<file path="src/rtl/posit_normaliser.sv">
`default_nettype none
// +--------------------------------------------------------------------------+
// | posit_normaliser : two-stage renormaliser between mantissa adder and     |
// |                    posit encoder (LZC, hidden-one drop, regime/exp split)|
// | Optional: POSIT_NORM_SAT_EN clamps the regime and adds out_sat.          |
// | Rev 1.0                                                                  |
// +--------------------------------------------------------------------------+
module posit_normaliser #(
  parameter int WIDTH = 7,
  parameter int EN    = 1,
  parameter int NBITS = 8,
  parameter int W_REG = $clog2(WIDTH) + 1,
  parameter int W_EXP = $clog2(WIDTH) + 1
) (
  input  logic                    clk,
  input  logic                    rst_n,
  input  logic                    in_valid,
  output logic                    in_ready,
  input  logic [WIDTH-1:0]        mantissa_sum,
  input  logic signed [W_REG-1:0] interim_reg,
  input  logic signed [W_EXP-1:0] interim_exp,
  input  logic                    negate_result,
  output logic                    out_valid,
  input  logic                    out_ready,
  output logic                    out_sign,
  output logic signed [W_REG-1:0] out_regime,
  output logic [W_EXP-1:0]        out_exponent,
  output logic [WIDTH-1:0]        out_fraction,
  output logic                    out_zero
`ifdef POSIT_NORM_SAT_EN
  ,
  output logic                    out_sat
`endif
);

  localparam int LZW = $clog2(WIDTH + 1);
  localparam int SW  = W_REG + EN + 2;
  localparam logic [LZW:0] SH_ONE = 1;

  logic                    s1_valid_q, s2_valid_q, s1_adv;
  logic [WIDTH-1:0]        s1_man_q;
  logic signed [W_REG-1:0] s1_reg_q;
  logic signed [W_EXP-1:0] s1_exp_q;
  logic                    s1_neg_q;
  logic [LZW-1:0]          s1_lzc_q, lzc_d;

  logic signed [SW-1:0]    scale;
  logic [LZW:0]            shamt;
  logic [WIDTH-1:0]        frac_full;

  logic                    sign_d, sign_q, zero_d, zero_q;
  logic signed [W_REG-1:0] regime_d, regime_q;
  logic [W_EXP-1:0]        exponent_d, exponent_q;
  logic [WIDTH-1:0]        fraction_d, fraction_q;
`ifdef POSIT_NORM_SAT_EN
  localparam logic signed [SW-1:0] RMIN = SW'(-(NBITS - 1));
  localparam logic signed [SW-1:0] RMAX = SW'(NBITS - 2);
  logic signed [SW-1:0]    regime_full;
  logic                    sat_d, sat_q;
`endif

  // Stage 1 may move whenever stage 2 is empty or draining this cycle.
  assign s1_adv    = ~s2_valid_q | out_ready;
  assign in_ready  = ~s1_valid_q | s1_adv;
  assign out_valid = s2_valid_q;

  always_comb begin
    lzc_d = LZW'(WIDTH);
    for (int i = 0; i < WIDTH; i++) begin
      if (mantissa_sum[i]) lzc_d = LZW'(WIDTH - 1 - i);
    end
  end

  assign scale     = (SW'(s1_reg_q) <<< EN) + SW'(s1_exp_q) + SW'(1) - SW'(s1_lzc_q);
  assign shamt     = {1'b0, s1_lzc_q} + SH_ONE;
  assign frac_full = s1_man_q << shamt;

  always_comb begin
    sign_d     = s1_neg_q;
    regime_d   = scale[W_REG+EN-1:EN];
    exponent_d = W_EXP'(scale[EN-1:0]);
    fraction_d = frac_full;
    zero_d     = 1'b0;
`ifdef POSIT_NORM_SAT_EN
    regime_full = scale >>> EN;
    sat_d       = 1'b0;
    if (regime_full < RMIN) begin
      regime_d   = RMIN[W_REG-1:0];
      exponent_d = '0;
      fraction_d = '0;
      sat_d      = 1'b1;
    end else if (regime_full > RMAX) begin
      regime_d   = RMAX[W_REG-1:0];
      exponent_d = '0;
      fraction_d = '0;
      sat_d      = 1'b1;
    end
`endif
    // An all-zero sum is exact zero whatever the interim fields say.
    if (s1_lzc_q == LZW'(WIDTH)) begin
      sign_d     = 1'b0;
      regime_d   = '0;
      exponent_d = '0;
      fraction_d = '0;
      zero_d     = 1'b1;
`ifdef POSIT_NORM_SAT_EN
      sat_d      = 1'b0;
`endif
    end
  end

  always_ff @(posedge clk or negedge rst_n) begin
    if (!rst_n) begin
      s1_valid_q <= 1'b0;
      s2_valid_q <= 1'b0;
      s1_man_q   <= '0;
      s1_reg_q   <= '0;
      s1_exp_q   <= '0;
      s1_neg_q   <= 1'b0;
      s1_lzc_q   <= '0;
      sign_q     <= 1'b0;
      regime_q   <= '0;
      exponent_q <= '0;
      fraction_q <= '0;
      zero_q     <= 1'b0;
`ifdef POSIT_NORM_SAT_EN
      sat_q      <= 1'b0;
`endif
    end else begin
      if (in_valid && in_ready) begin
        s1_valid_q <= 1'b1;
        s1_man_q   <= mantissa_sum;
        s1_reg_q   <= interim_reg;
        s1_exp_q   <= interim_exp;
        s1_neg_q   <= negate_result;
        s1_lzc_q   <= lzc_d;
      end else if (s1_adv) begin
        s1_valid_q <= 1'b0;
      end
      if (s1_adv) begin
        s2_valid_q <= s1_valid_q;
        if (s1_valid_q) begin
          sign_q     <= sign_d;
          regime_q   <= regime_d;
          exponent_q <= exponent_d;
          fraction_q <= fraction_d;
          zero_q     <= zero_d;
`ifdef POSIT_NORM_SAT_EN
          sat_q      <= sat_d;
`endif
        end
      end
    end
  end

  assign out_sign     = sign_q;
  assign out_regime   = regime_q;
  assign out_exponent = exponent_q;
  assign out_fraction = fraction_q;
  assign out_zero     = zero_q;
`ifdef POSIT_NORM_SAT_EN
  assign out_sat      = sat_q;
`endif

endmodule
`default_nettype wire
</file>
<file path="config.mk">
export PLATFORM = sky130hd
export DESIGN_NAME = posit_normaliser
export DESIGN_NICKNAME = d
export VERILOG_FILES = /design/src/rtl/posit_normaliser.sv
export SDC_FILE = /design/constraint.sdc
export NUM_CORES = 1
export LEC_CHECK = 0
export CAP_MARGIN = 20
export CORE_ASPECT_RATIO = 1.2
export CORE_MARGIN = 2
export CORE_UTILIZATION = 35
export CTS_BUF_LIST = sky130_fd_sc_hd__clkbuf_4
export CTS_CLUSTER_DIAMETER = 150
export CTS_CLUSTER_SIZE = 30
export DETAILED_ROUTE_END_ITERATION = 6
export PLACE_DENSITY = 0.6
export RECOVER_POWER = 25
export SYNTH_ARGS = -nofsm -noshare
export SYNTH_HDL_FRONTEND = slang
export SYNTH_SLANG_ARGS = --single-unit
</file>
<file path="constraint.sdc">
create_clock -name clk -period 3.56 [get_ports clk]
set_input_delay 0.356 -clock clk [delete_from_list [all_inputs] [get_ports clk]]
set_output_delay 0.356 -clock clk [all_outputs]
set_load 0.005 [all_outputs]
</file>
==> results of run 1 <==
==> sequential cells by signal (all words and copies together), names as in the netlist <==
register / flops
out_fraction: 7
out_exponent: 1
s1_man_q: 7
out_sign: 1
s1_neg_q: 1
s1_reg_q: 4
out_zero: 1
s1_exp_q: 4
out_valid: 1
s1_valid_q: 1
out_regime: 4
s1_lzc_q: 3
==> per-layer routing <==
layer  vias to the layer above  GRT usage, %  part of all wire (%)
li1                        624             -                     -
met1                       614          15.2                    44
met2                        26          19.8                    50
met3                         6          3.76                   4.5
met4                         0          5.24                   1.9
met5                         -             0                     0
==> worst paths after layout <==
| check | cells past startpoint | endpoint | startpoint |
|---|---|---|---|
| setup / recovery | 7 | out_regime[3] | s1_lzc_q[0] |
| max in group asynchronous | 2 | s1_man_q[4] | rst_n |
| hold / removal | 2 | out_exponent[0] | out_exponent[0] |
| hold reg to reg | 2 | out_exponent[0] | out_exponent[0] |
| min in group asynchronous | 2 | s1_reg_q[0] | rst_n |
| setup reg to reg | 7 | out_regime[3] | s1_lzc_q[0] |
==> cells in the final DEF, fill, tap and decap left out, types with 2 or more instances in the layout <==
cell / n
a21o_1: 3
ha_1: 8
o21ai_0: 11
nand2_1: 19
fa_1: 2
clkdlybuf4s50_1: 34
dfrtp_1: 35
a21oi_1: 3
o31ai_1: 6
mux2i_1: 6
conb_1: 3
nand3b_1: 2
inv_1: 12
nor2_1: 4
nand2b_1: 6
clkbuf_4: 5
o41ai_1: 2
mux2_2: 16
xnor2_1: 4
==> cells by family after synthesis <==
logic type,count (synthesis),synth area share (%)
AO/OA/AOI/OAI,30,10.6
XOR/XNOR,5,2.40
adder cells (fa/ha/maj),10,7.68
buffers and inverters,21,6.52
flip-flops,35,48.0
multiplexers,24,15.2
other,1,0.206
AND/OR/NAND/NOR,36,9.40
==> where the power goes <==
| part | switching [mW] | internal (mW) |
|---|---|---|
| clock | 0.131 | 0.144 |
| sequential | 0.0564 | 0.479 |
| combinational | 0.170 | 0.244 |
| total | 0.357 | 0.868 |
==> cell type report <==
cell class,count,area (um^2),area share [%]
Timing Repair Buffer,36,354,15.6
Multi-Input combinational cell,108,837,37.0
Tap cell,60,75.1,3.32
Sequential cell,35,876,38.7
Clock buffer,5,37.5,1.66
Inverter,12,45.0,1.99
Clock inverter,3,38.8,1.71
==> worst min-delay path, stage by stage, from the launching register on <==
cell	delay (ns)
dfrtp_1	0.36
nand2_1	0.04
o21ai_0	0.06
==> results.txt, run 1 <==
The run finished, with violations left. The checks that failed: capacitance limit, slew limit. The final standard cell count with taps included and fillers excluded came out at roughly 260. The endpoint class of the critical path is a flip-flop. After detailed routing, the average wire length per cell comes to between 10 and 15 um. The time the worst path needs with I/O delays and setup is about 2.1 ns. The die outline width came out at 69.9 um. By count the netlist is led by dfrtp_1 (35), nand2_1 (19), mux2_2 (16).

The number of antenna diodes in the final layout is 0. The finished cells cover about 2300 um^2. The total core area is approximately 5000 um^2. The maximum clock rate is 469 MHz. The delay of the slowest cell on the worst path came out at around 0.54 ns. The count of cell types in the netlist came out at 33. The most common cell in the synthesized netlist is dfrtp_1.

The number of warnings reported in the yosys synthesis log came out at 0. The signal on the critical path passes through inv_1 > ha_1 > fa_1 > a21o_1 > a21oi_1 > xnor2_1 > o31ai_1. The critical path required time is between 3 and 4 ns. The routability-driven placement congestion ratio came out at a little under 0.8. After synthesis, the cell types taking the most area are dfrtp_1 (48%), mux2_2 (9.9%), ha_1 (5.5%). The maximum resistive drop on vdd came out at about 0.25 mV. After detailed routing, the number of remaining DRC violations is 0. Data on the critical path arrives at its endpoint at around 2.4 ns.

The total setup buffers inserted after CTS is 0. The proportion of register bits with asynchronous set or reset after synthesis is 100%. The share of layout cells above drive strength 1 is a little over an eighth. The proportion of synthesized chip area in sequential cells is 48.0%.

The number of I/O port buffers is 35. The power density over the cells is around 540 nW/um^2. The via count of the first global-routing pass came out at approximately 1,200. Between clock sinks in the finished design, the worst skew comes to 0.0103 ns. The smallest setup slack after layout came out at 1.43 ns. The floorplan step defined a die boundary enclosing ~5800 um^2. The share of the cycle needed by the critical path after routing is between 50% and 60%.

After the last flow step, the layout net total stands at roughly 230. The post-DP HPWL is 2.54 mm. The class of the most critical setup path is reg2reg.

The register bit count reported by yosys came out at 35. The number of core rows came out at 28. The number of buffers inserted during clock tree synthesis came out at 5. The dominant synthesized flop cell is dfrtp_1.

The starting density of the core is ~37%. The number of max-cap violations came out at 1. For this design, the CTS-stage hold fixing added 0 buffers. The number of sinks driven by the clock tree came out at 35. The number of setup violations in the final report came out at 0. The tree is rooted in a clkbuf_4. The number of max-slew violations in the final report is 36. The cell family contributing the most delay on the critical path is adder cells.

The maximum fanout along the worst path is 9. Global routing used about 12% of the available tracks across all layers. The number of H-tree levels came out at 2. The number of nets with antenna violations after routing came out at 0. Timing analysis after detailed placement gives a worst setup slack of between 1 and 1.5 ns.

The number of synthesized flops with an enable pin came out at 0. The worst pin sits at a relative slew slack of -22.9%. The height of the die is between 80 and 90 um.

For the pin with the worst max-slew slack, the measured transition is ~1.8 ns. The vias after detailed routing is around 1,300. The largest individual stage delay along the critical path comes from the cell dfrtp_1. The fraction of post-synthesis cell area in the top cell type by area is 48.0%.

The clock slew seen by the registers of the worst setup and hold paths is about 0.1 ns. The number of failing hold endpoints at the final stage is 0. The initial antenna violation count was 0. The design draws 1.22 mW. The tightest hold path in the finished design has a slack of ~0.49 ns.

The via density per instance came out at roughly 4.9. The placement-stage cell area is about 2200 um^2. Summed over all failing endpoints, the final setup total negative slack is 0 ns.

The insertion delay of the later-clocked pin in the worst-skew pair is approximately 0.34 ns. TritonCTS built the clock tree. The synthesized design spends more area on one cell type than any other, namely dfrtp_1. The number of cells after detailed placement is between 200 and 300. The wire length of the first global-routing pass came out at about 5.7 mm. The number of gates resized after cts came out at 0. The detailed-route wire length came out at between 3 and 4 mm. For this run, the share of the core covered by cells in the final layout is 45.5%.

Entering global routing, the biggest net connects 36 pins. The number of DRC violations after detailed-routing iteration 0 is between 40 and 50. The cell area that synthesis handed to floorplanning was 1820 um^2. Together, buffers and inverters on the worst path number 1. The worst reg-to-reg setup slack is about 1.4 ns. STA classifies the critical path startpoint as a flip-flop. The iteration count of the initial detailed-routing pass came out at 4.

Setup repair after global routing left no endpoint under its margin. The signed area change from the synthesized netlist to the final layout came out at 24.1%. For this design the static power due to leakage is 1.03 nW. Global routing finished with a remaining overflow of 0. The gate count of the mapped netlist is 162. The number of ports placed on the die boundary came out at 39. No sink is reached through more buffers than the 2 on the longest clock path. Dividing the synthesized area by the synthesized cell count gives 11.3 um^2. In this run the worst hold path is classified as reg2reg. The number of fillers in the final layout is about 500.
Power figures use the tool's default switching activity.
==> run 2: changes to the inputs <==
--- a/config.mk
+++ b/config.mk
@@ -13,7 +13,7 @@
 export CTS_CLUSTER_DIAMETER = 150
 export CTS_CLUSTER_SIZE = 30
 export DETAILED_ROUTE_END_ITERATION = 6
-export PLACE_DENSITY = 0.6
+export PLACE_DENSITY = 0.62
 export RECOVER_POWER = 25
 export SYNTH_ARGS = -nofsm -noshare
 export SYNTH_HDL_FRONTEND = slang
==> constraint.sdc (replaced) <==
create_clock -name clk -period 1.7 [get_ports clk]
set_input_delay 0.17 -clock clk [delete_from_list [all_inputs] [get_ports clk]]
set_output_delay 0.17 -clock clk [all_outputs]
set_load 0.005 [all_outputs]
==> results.txt, run 2 (synthesized netlist as in run 1, its figures left out) <==
The run finished, with violations left. The checks that failed: setup timing. The number of max-slew violations in the final report came to 0 (-100%). The number of ports placed on the die boundary came to 39 (unchanged). The critical path required time is 1.94 ns (-1.86 ns).

The count of nets after finishing is 242 (+6.1%). The worst setup slack before clock tree synthesis is -0.154 ns (-1.51 ns). The total power consumption of the routed design is 2.57 mW (+110%). The proportion of total power due to net switching is 30.0% (+0.88 points). The clock power share is 16.1% (-6.4 points).

The power density over the cells is 1060 nW/um^2 (+95%). Compared with the post-synthesis result, the final layout area differs by 33.1%. The maximum number of buffers from clock root to sink came out at 2 (unchanged). The type of the tightest min-delay check is in2reg. The post-detailed-route wirelength per cell came out at 12.2 um (-3.3%). The post-route cell area is 2430 um^2 (+7.3%). Setup repair after global routing could not meet its margin everywhere. The number of H-tree levels is 2 (unchanged).

The number of core rows came to 28 (unchanged). The number of buffers inserted during clock tree synthesis was 5 (unchanged). The smallest setup slack after layout was -0.171 ns (-1.60 ns).

The placement-stage cell area came to 2310 um^2 (+5.7%). The iteration count of the initial detailed-routing pass was 4 (unchanged). The number of DRC violations after detailed-routing iteration 0 came out at 65 (+59%). The post-route DRC violation count is 0 (unchanged). The insertion delay of the later-clocked pin in the worst-skew pair came out at 0.33 ns (about the same). The relative max-transition margin is 43.1% (+66 points). The share of the cycle needed by the critical path after routing was 110% (+50 points). The vias after detailed routing was 1,290 (+1.6%). The number of setup violations in the final report is 4 (+4). The overall global routing resource usage came out at 12.4% (+0.089 points). The library cells used most frequently in the layout, excluding fill and tap cells, are clkdlybuf4s50_1 (34), dfrtp_1 (34), nand2_1 (19). The clock root buffer is clkbuf_4. The die outline area is 5810 um^2 (unchanged).

The maximum fanout along the worst path was 3 (-6). The wire length of the first global-routing pass came out at 5.69 mm (-0.72%). The clock tree from TritonCTS is yes. The maximum resistive drop on vdd is 0.443 mV (+78%).

The switching power total is 0.771 mW (+120%). STA classifies the critical path endpoint as a flip-flop. The number of failing hold endpoints at the final stage came out at 0 (unchanged). The via density per instance is 4.74 (-3.3%). The number of fillers in the final layout is 476 (-4.6%).

The routability-driven placement congestion ratio came out at 0.762 (-1.7%). The number of max-cap violations came out at 0 (-1). The time the worst path needs with I/O delays and setup came to 1.87 ns (-0.261 ns).

The clock slew seen by the registers of the worst setup and hold paths is 0.10 ns (about the same). The number of sinks driven by the clock tree came out at 35 (unchanged). The post-DP HPWL is 2.52 mm (-0.67%). The type of origin of the critical path is a flip-flop. The sum of overflow across all layers after global routing is 0 (unchanged). The pin count of the biggest net entering global routing is 36 (unchanged). The total core area is 4970 um^2 (unchanged). The worst endpoint data arrival time came out at 2.11 ns (-0.26 ns). The transition time at the pin with the least slew margin is 0.854 ns (-0.990 ns). The static leakage came to 1.08 nW (+5.3%).

The post-route clock skew is 0.00392 ns (-0.00634 ns). The internal power component is 1.80 mW (+110%). The maximum clock rate came to 534 MHz (+14%). The initial antenna violation count is 1 (+1). The number of hold buffers added after CTS is 0 (unchanged).

The worst setup path is of the reg2reg kind. The number of nets with antenna violations after routing is 0 (unchanged). The proportion of power drawn by combinational gates was 40.5% (+6.7 points). The height of the die was 83.1 um (unchanged). The via count of the first global-routing pass came to 1,303 (+4.7%). The part of the total power dissipated in sequential elements is 43.5% (-0.2 points).

The number of I/O port buffers came to 35 (unchanged). The detailed-route wire length came out at 3.33 mm (+1.5%). The share of layout cells above drive strength 1 is 27.5% (+14 points). The die outline width came out at 69.9 um (unchanged). The starting density of the core was 36.7% (unchanged).
==> run 2: cell count changes in the layout (fill, tap and decap cells not counted), sizes merged <==
| cell | change |
|---|---|
| buf | +14 |
| clkinv | -2 |
| bufinv | -1 |
| clkbuf | +1 |
| diode | +1 |
==> run 2: final timing paths <==
path                       cells past startpoint               to            start  slack [ns]
min reg2reg                                    2  out_fraction[0]  out_fraction[0]        0.48
min                                            2       s1_valid_q         in_valid        0.42
max reg2reg                                    8    out_regime[3]      s1_reg_q[1]       -0.17
min in group asynchronous                      2      s1_reg_q[3]            rst_n        0.47
max in group asynchronous                      2      s1_lzc_q[0]            rst_n        0.65
max                                            8    out_regime[3]      s1_reg_q[1]       -0.17
==> run 2: critical path: stages, from the launching register on <==
cell and delay (ns):
dfrtp_1 0.37, inv_2 0.04, fa_1 0.54, inv_2 0.05, ha_4 0.24, a21o_1 0.16
a21oi_2 0.12, xnor2_1 0.07, o31ai_1 0.19
==> run 2: metal layers <==
layer	GRT usage (%)	vias up	wire length (um)	share of wire, %
li1	-	646	-	-
met4	6.82	0	87	2.6
met3	3.40	5	109	3.3
met5	0	-	0	0
met2	20.7	24	1590	48
met1	14.2	615	1540	46
==> run 2: layout make-up <==
type                       instances  area, um^2  share of cell area (%)
clock buffer                       6        45.0                    1.85
multi-input combinational        108         903                    37.2
inverter                          12        45.0                    1.85
timing repair buffer              50         480                    19.8
sequential                        35         877                    36.1
antenna                            1        2.50                   0.103
tap                               60        75.1                    3.09
==> run 2: stage by stage <==
| step | instances | setup TNS [ns] | hold slack (ns) | utilization, % |
|---|---|---|---|---|
| after floorplan | 164 | -0.0873 | -0.126 | - |
| after global placement | 263 | -0.175 | 0.463 | 46.5 |
| after detailed placement | 263 | -0.286 | 0.470 | 46.5 |
| after CTS | 270 | -0.435 | 0.237 | 47.9 |
| after global routing | 272 | -0.761 | 0.438 | 48.8 |
| final | 272 | -0.411 | 0.423 | 48.8 |
==> run 2: repair_timing <==
item / in CTS / in global routing
setup buffers: 1 / 1
pin swaps: 1 / 5
setup endpoints to repair: 3 / 6
resized for setup: 4 / 12
==> run 2: power groups by stage <==
stage	Combinational (mW)	Sequential, mW	Clock, mW
2_1_floorplan	0.560	1.12	0
3_3_place_gp	0.956	1.13	0
3_5_place_dp	0.977	1.13	0
4_1_cts	1.01	1.12	0.440
5_1_grt	1.16	1.15	0.463
6_report	1.04	1.12	0.412
==> run 3: changes to the inputs <==
--- a/config.mk
+++ b/config.mk
@@ -7,7 +7,6 @@
 export LEC_CHECK = 0
 export CAP_MARGIN = 20
 export CORE_ASPECT_RATIO = 1.2
-export CORE_MARGIN = 2
 export CORE_UTILIZATION = 35
 export CTS_BUF_LIST = sky130_fd_sc_hd__clkbuf_4
 export CTS_CLUSTER_DIAMETER = 150
==> results.txt, run 3 (synthesized netlist as in run 1, its figures left out) <==
The number of buffers inserted during clock tree synthesis is 5 (unchanged). The clock slew seen by the registers of the worst setup and hold paths was 0.11 ns (about the same). The number of max-slew violations in the final report is 0 (unchanged). The maximum fanout along the worst path is 3 (unchanged). The power density over the cells came out at 1070 nW/um^2 (+1.1%). The library cells used most frequently in the layout, excluding fill and tap cells, are dfrtp_1 (35), clkdlybuf4s50_1 (34), nand2_1 (19). The maximum number of buffers from clock root to sink came out at 2 (unchanged). The transition time at the pin with the least slew margin came out at 0.871 ns (+0.0164 ns). The post-detailed-route wirelength per cell is 12.0 um (-1.6%). The number of setup violations in the final report came out at 4 (unchanged). The final hold slack came out at 0.410 ns (-0.0126 ns). The via count of the first global-routing pass is 1,300 (-0.23%). The initial antenna violation count is 0 (-1). Broken down by cell family, the worst path's largest delay share belongs to adder cells. The clock root buffer is clkbuf_4.

The number of max-cap violations is 0 (unchanged). The cell depth of the worst hold path came out at 2 (unchanged). The sum of overflow across all layers after global routing came out at 0 (unchanged). The most common cell after layout, fill and taps aside is dfrtp_1. The die outline area was 5510 um^2 (-5.2%). The signed area change from the synthesized netlist to the final layout is 35.5%. The number of nets with antenna violations after routing is 0 (unchanged). The height of the die is 81.1 um (-2.4%).

The number of failing hold endpoints at the final stage is 0 (unchanged). Setup repair after global routing could not meet its margin everywhere. The static leakage came out at 1.12 nW (+3.6%). The largest individual stage delay along the critical path comes from the cell fa_1. The number of sinks driven by the clock tree came out at 35 (unchanged).

The number of I/O port buffers came out at 35 (unchanged). The detailed-route wire length is 3.32 mm (-0.18%). The count of buffer and inverter cells on the critical path came to 4 (+2). The number of antenna cells inserted is 0 (-1). The via density per instance came out at 4.74 (about the same). The worst hold path terminates at s1_valid_q. The worst setup path is captured at a flip-flop. The worst reg-to-reg setup slack was -0.22 ns (-0.05 ns). The delay of the slowest cell on the worst path came to 0.55 ns (about the same). The routability-driven placement congestion ratio is 0.791 (+3.8%).

The number of ports placed on the die boundary came out at 39 (unchanged). TritonCTS built the clock tree. The cell repeated most along the worst path is inv_2. The time the worst path needs with I/O delays and setup came out at 1.92 ns (+0.0491 ns). The die outline width came out at 67.9 um (-2.9%).

The overall global routing resource usage is 14.3% (+2.0 points). The post-route clock skew came out at 0.00824 ns (+0.00431 ns). The pin count of the biggest net entering global routing is 36 (unchanged). The insertion delay of the later-clocked pin in the worst-skew pair came out at 0.34 ns (about the same). The final-layout setup total negative slack is -0.630 ns (-0.219 ns). The post-DP HPWL came out at 2.46 mm (-2.4%). The maximum resistive drop on vdd came out at 0.455 mV (+2.7%).

The worst hold path begins at in_valid. The relative max-transition margin is 42.0% (-1.1 points). The worst setup path is launched from a flip-flop.

The number of core rows is 28 (unchanged). The share of the cycle needed by the critical path after routing was 113% (+2.9 points). The iteration count of the initial detailed-routing pass came to 7 (+3).

The total core area is 4970 um^2 (unchanged). In this run the critical register-to-register path is captured at out_regime[1]. The class of the most critical setup path is reg2reg. The count of nets after finishing is 245 (+1.2%). The smallest setup slack after layout is -0.220 ns (-0.0491 ns). The cell count of the worst reg-to-reg path came out at 8 (unchanged). The type of the tightest min-delay check is in2reg. The starting density of the core came to 36.7% (unchanged). The final reports fail on setup timing.

The worst endpoint data arrival time came to 2.17 ns (+0.06 ns). The critical path required time came out at 1.95 ns (about the same). The signal on the critical path passes through inv_2 > fa_1 > inv_2 > ha_4 > buf_4 > buf_6 > xnor2_2 > o31ai_1. The share of layout cells above drive strength 1 came to 28.7% (+1.2 points).

The vias after detailed routing is 1,309 (+1.5%). The number of H-tree levels came out at 2 (unchanged). The wire length of the first global-routing pass came out at 5.89 mm (+3.4%). The number of DRC violations after detailed-routing iteration 0 is 58 (-11%). The run finished, with violations left. The maximum clock rate is 521 MHz (-2.6%). The origin of the critical flop-to-flop path is s1_reg_q[1]. The post-route DRC violation count came out at 0 (unchanged).
==> run 3: metrics by stage <==
| step | instances | utilization (%) | setup WS [ns] | cell area, um^2 | total power, mW |
|---|---|---|---|---|---|
| finish | 276 | 49.7 | -0.220 | 2470 | 2.64 |
| detailed placement | 263 | 46.5 | -0.203 | 2310 | 2.10 |
| CTS | 273 | 48.3 | -0.215 | 2400 | 2.60 |
| global route | 276 | 49.7 | -0.308 | 2470 | 2.86 |
| global placement | 263 | 46.5 | -0.119 | 2310 | 2.08 |
| floorplan | 164 | - | -0.0873 | 1850 | 1.68 |
==> run 3: routing by layer <==
layer	GRT usage (%)	vias up	part of all wire, %
met3	3.79	4	3.6
met4	7.50	0	1.3
met1	18.2	615	47
li1	-	661	-
met2	22.1	29	48
met5	0	-	0
==> run 3: worst register-to-register path, delay by kind of cell (launching register included) <==
family	cells	cell delay, ns
AOI/OAI and AO/OA	1	0.22
xor gates and xnor gates	1	0.12
adders and majority gates	2	0.79
buffers and inverters	4	0.33
DFF	1	0.38
==> run 3: worst max path at each step <==
stage | start | endpoint | slack [ns] | depth (start not counted)
floorplan | s1_reg_q[1] | out_regime[3] | -0.09 | 8
detailed placement | s1_reg_q[1] | out_regime[3] | -0.20 | 8
global placement | s1_reg_q[1] | out_regime[3] | -0.12 | 8
global route | s1_reg_q[1] | out_regime[3] | -0.31 | 8
finish | s1_reg_q[1] | out_regime[1] | -0.22 | 8
CTS | s1_reg_q[1] | out_regime[3] | -0.22 | 8
==> run 3: final cells by class <==
class | instances | area (um^2)
Multi-Input combinational cell | 108 | 916
Timing Repair Buffer | 53 | 507
Fill cell | 478 | 2500
Clock inverter | 3 | 15.0
Tap cell | 60 | 75.1
Clock buffer | 5 | 37.5
Inverter | 12 | 45.0
Sequential cell | 35 | 876
==> run 3: repair_timing <==
item,in CTS,in global routing
endpoints found under the hold margin,0,0
gates resized for setup,5,11
setup endpoints to repair,3,6
hold buffers,0,0
buffers inserted,2,3
pin swaps,1,6
==> run 3: where the power goes <==
part	switching, mW	internal [mW]
logic	0.421	0.673
clock network	0.283	0.154
registers	0.107	1.00
total	0.810	1.83
